$ cat src/rtl/bit_serializer.sv
// Parallel-to-serial feeder: accepts WIDTH-bit words over valid/ready and emits them one bit
// per clock on j, gapless across words. Define SER_PARITY_EN to append an even-parity bit.
module bit_serializer #(
  parameter int unsigned WIDTH     = 8,
  parameter int unsigned LSB_FIRST = 0
) (
  input  logic             clk,
  input  logic             rst,
  input  logic [WIDTH-1:0] din,
  input  logic             din_valid,
  output logic             din_ready,
  output logic             j,
  output logic             j_valid,
  output logic             busy
);

`ifdef SER_PARITY_EN
  localparam int unsigned NBITS = WIDTH + 1;
`else
  localparam int unsigned NBITS = WIDTH;
`endif
  localparam int unsigned CntW = $clog2(WIDTH + 1);
  localparam logic [CntW-1:0] CntLast = CntW'(NBITS - 1);
`ifdef SER_PARITY_EN
  localparam logic [CntW-1:0] CntData = CntW'(WIDTH - 1);
`endif

  typedef enum logic [0:0] {StIdle, StShift} state_e;

  state_e           state_q, state_d;
  logic [CntW-1:0]  cnt_q, cnt_d;
  logic [WIDTH-1:0] sreg_q, sreg_d;
  logic             j_q, j_d;
  logic             last;
  logic             transfer;
`ifdef SER_PARITY_EN
  logic             par_q, par_d;
`endif

  function automatic logic out_bit(input logic [WIDTH-1:0] v);
    return (LSB_FIRST != 0) ? v[0] : v[WIDTH-1];
  endfunction

  function automatic logic [WIDTH-1:0] shift_out(input logic [WIDTH-1:0] v);
    return (LSB_FIRST != 0) ? (v >> 1) : (v << 1);
  endfunction

  assign last = (state_q == StShift) && (cnt_q == CntLast);

  always_ff @(posedge clk or negedge rst) begin
    if (!rst) begin
      state_q <= StIdle;
      cnt_q   <= '0;
      sreg_q  <= '0;
      j_q     <= 1'b0;
`ifdef SER_PARITY_EN
      par_q   <= 1'b0;
`endif
    end else begin
      state_q <= state_d;
      cnt_q   <= cnt_d;
      sreg_q  <= sreg_d;
      j_q     <= j_d;
`ifdef SER_PARITY_EN
      par_q   <= par_d;
`endif
    end
  end

  // The first bit goes straight to j on load; sreg holds the remaining bits.
  always_comb begin
    state_d  = state_q;
    cnt_d    = cnt_q;
    sreg_d   = sreg_q;
    j_d      = 1'b0;
    transfer = din_valid & din_ready;
`ifdef SER_PARITY_EN
    par_d    = par_q;
`endif
    if (transfer) begin
      state_d = StShift;
      cnt_d   = '0;
      j_d     = out_bit(din);
      sreg_d  = shift_out(din);
`ifdef SER_PARITY_EN
      par_d   = ^din;
`endif
    end else begin
      unique case (state_q)
        StShift: begin
          if (!last) begin
            cnt_d  = cnt_q + CntW'(1);
            j_d    = out_bit(sreg_q);
            sreg_d = shift_out(sreg_q);
`ifdef SER_PARITY_EN
            if (cnt_q == CntData) j_d = par_q;
`endif
          end else begin
            state_d = StIdle;
            cnt_d   = '0;
          end
        end
        default: begin
          state_d = StIdle;
        end
      endcase
    end
  end

  always_comb begin
    din_ready = (state_q == StIdle) | last;
    j         = j_q;
    j_valid   = (state_q == StShift);
    busy      = (state_q == StShift);
  end

endmodule

$ cat config.mk
export PLATFORM = sky130hd
export DESIGN_NAME = bit_serializer
export DESIGN_NICKNAME = d
export VERILOG_FILES = /design/src/rtl/bit_serializer.sv
export SDC_FILE = /design/constraint.sdc
export NUM_CORES = 1
export LEC_CHECK = 0
export CAP_MARGIN = 25
export CORE_MARGIN = 2
export CORE_UTILIZATION = 50
export CTS_CLUSTER_SIZE = 12
export DETAILED_ROUTE_END_ITERATION = 8
export GPL_TIMING_DRIVEN = 0
export HOLD_SLACK_MARGIN = 0.05
export PLACE_DENSITY_LB_ADDON = 0.25
export SLEW_MARGIN = 20
export SYNTH_ARGS = -nofsm -noshare
export SYNTH_HDL_FRONTEND = slang
export SYNTH_SLANG_ARGS = --single-unit
$ cat constraint.sdc
create_clock -name clk -period 4.28 [get_ports clk]
set_input_delay 0.428 -clock clk [delete_from_list [all_inputs] [get_ports clk]]
set_output_delay 0.428 -clock clk [all_outputs]
set_load 0.03 [all_outputs]
==> impl_metrics.toml <==
[cells_and_area]
fillers = 102
layout.cells.most_common = "clkdlybuf4s50_1"
layout-drive-gt1-share_pct = 29.2
area_delta_synth_final_pct = 28.4
mostFrequentLayoutCells = "clkdlybuf4s50_1, dfrtp_1, mux2_2, nand2_1"
antennaDiodeCount = 0
final_nets = 85

[worst_hold_path]
hold_class = "reg2reg"
hp-start = "cnt_q[2]$_DFFE_PN0P_"

[timing]
tightest_slew_ps = 602
rsz0062_at_grt = "no"
hold_viol = 0
fmax_mhz = 408
max_slew_margin_pct = 59.7
maxSlewViolCount = 0
fin_crit_sh_pct = 57.3
fin_skew_ps = 5.19
setup_viol = 0
fin_crit_ps = 2450
final.setup.tns_ps = 0

[yosys]
synth_cell_types = 18
yosys-top-cells-area = "dfrtp_1, mux2_2, mux2_4, buf_6, a21oi_1"
syn-instance-count = 54
ys_ff_latch = 13
yosysSeqAreaShare_pct = 49.6
yosysTopAreaCell = "dfrtp_1"
synth_top_area_share_pct = 49.6
synthesis.nets = 66
netlist_area_sq_um = 656
avgSynthCellArea_sq_um = 12.1
yosys_warnings = 0

[grt]
grt_pass1_wl_mm = 1.64
grt_pass1_vias = 403
grt_start_max_net_pins = 14
grt_remaining_overflow = 0
track_usage_pct = 16.4
antenna_found_initial = 0

[cts]
cts_sinks = 13
clockBufferDepth = 2
post_cts_buffers = 0
root_buffer = "clkbuf_4"
clk_pin_slew_worst_paths_ps = 80
numCtsBuffers = 3
cts_hold_buf = 0
cts_tree = "built"
clock_latency_ps = 270
h-tree-depth = 1
cts_resized = 0

[power_and_ir_drop]
vdd_drop_max_mv = 0.344
power_uw = 513
powerDensity_mw_per_mm2 = 609
leakagePower_nw = 0.388

[detailed_routing]
drt_iter0_drc = 9
ant_nets = 0
viasPerCell = 5.21
drt_first_pass_iters = 4
drt_wl_total_mm = 1.03
vias = 453
drc_errors = 0
wire_per_inst_um = 11.9

[critical_path]
cp-start-kind = "flop"
r2r_setup_slack_ps = 2760
crit_type = "reg2out"
cp_max_fo = 10
crit_path_end_kind = "output port"
cp.arrival_ps = 2020
reg2reg_depth = 5
cp.required_ps = 3850
critPathLaunch = "cnt_q[0]$_DFFE_PN0P_"
r2r-start = "cnt_q[0]$_DFFE_PN0P_"
cp-endpoint = "din_ready"
r2r-end = "sreg_q[7]$_DFFE_PN0P_"

[place]
gp_congestion = 0.651
port_buffers = 14
hpwl_um = 790

[die]
core_sq_mm = 0.00127
die_h_um = 40.2
start_util_pct = 51.7
row_count = 13
die_x_um = 40.2
num_io_pins = 15
die-area_sq_mm = 0.00162

[run_status]
status = "finished clean"

[flow_run]
cap_violations = 0
## registers in the layout (all words and copies together) (netlist names)
name / cells
busy: 1
cnt_q: 4
j: 1
sreg_q: 7
## area by class of cell
class	instances	area [sq um]	area share (%)
clock inverter	1	5.00	0.594
timing repair buffer	14	140	16.6
buffer	4	37.5	4.46
tap	15	18.8	2.23
multi-input combinational	34	282	33.4
clock buffer	3	22.5	2.67
sequential	13	325	38.6
inverter	3	11.3	1.34
## synth_stat cells (all sizes together)
cell    instances
dfrtp          13
mux2           12
nand2           5
a21oi           4
buf             4
o21ai           4
inv             3
mux2i           2
and2            1
ha              1
nand2b          1
nand3           1
nand4b          1
nor2            1
o22ai           1
## cell families after synthesis
family                     synth area share (%)
buffers and inverters                      7.44
DFF                                        49.6
muxes                                      26.0
and+or+nand+nor                            7.44
adders and majority gates                  1.91
AOI/OAI and AO/OA                          7.63
## metrics by stage
step | util (%) | area, sq um | setup slack [ps] | instances | hold slack (ps)
3_5_place_dp | 64.2 | 815 | 2130 | 83 | 489
4_1_cts | 66.4 | 842 | 1820 | 87 | 501
6_report | 66.4 | 842 | 1830 | 87 | 498
2_1_floorplan | - | 656 | 2860 | 54 | 132
3_3_place_gp | 64.2 | 815 | 2140 | 83 | 486
5_1_grt | 66.4 | 842 | 1720 | 87 | 525
## how the worst min path moves through the flow
| stage | to | slack (ps) | depth (start not counted) |
|---|---|---|---|
| detailed placement | cnt_q[2]$_DFFE_PN0P_ | 490 | 1 |
| floorplan | busy$_DFF_PN0_ | 130 | 0 |
| finish | cnt_q[2]$_DFFE_PN0P_ | 500 | 1 |
| global route | cnt_q[2]$_DFFE_PN0P_ | 520 | 1 |
| CTS | cnt_q[2]$_DFFE_PN0P_ | 500 | 1 |
| global placement | sreg_q[2]$_DFFE_PN0P_ | 490 | 1 |
## where the power goes
| group | switching (mW) | internal [mW] | leakage [nW] |
|---|---|---|---|
| clock | 0.0394 | 0.0346 | 0.0177 |
| sequential | 0.0279 | 0.172 | 0.164 |
| combinational | 0.110 | 0.129 | 0.206 |
| total | 0.177 | 0.335 | 0.388 |
## worst max-delay path: stages (launching register included)
cell             delay [ps]
dfrtp_1                 390
ha_1                    210
nand2_1                  80
o21ai_2                 220
buf_6                   190
clkdlybuf4s50_1         670
## per-layer routing
layer	share of wire [%]	routed length (um)	track usage (%)	vias up
met3	4.4	46	5.00	2
met4	1.4	14	7.50	0
met2	49	507	25.4	9
met5	0	0	0	-
met1	45	466	20.8	218
li1	-	-	-	224
Power figures use the tool's default switching activity.
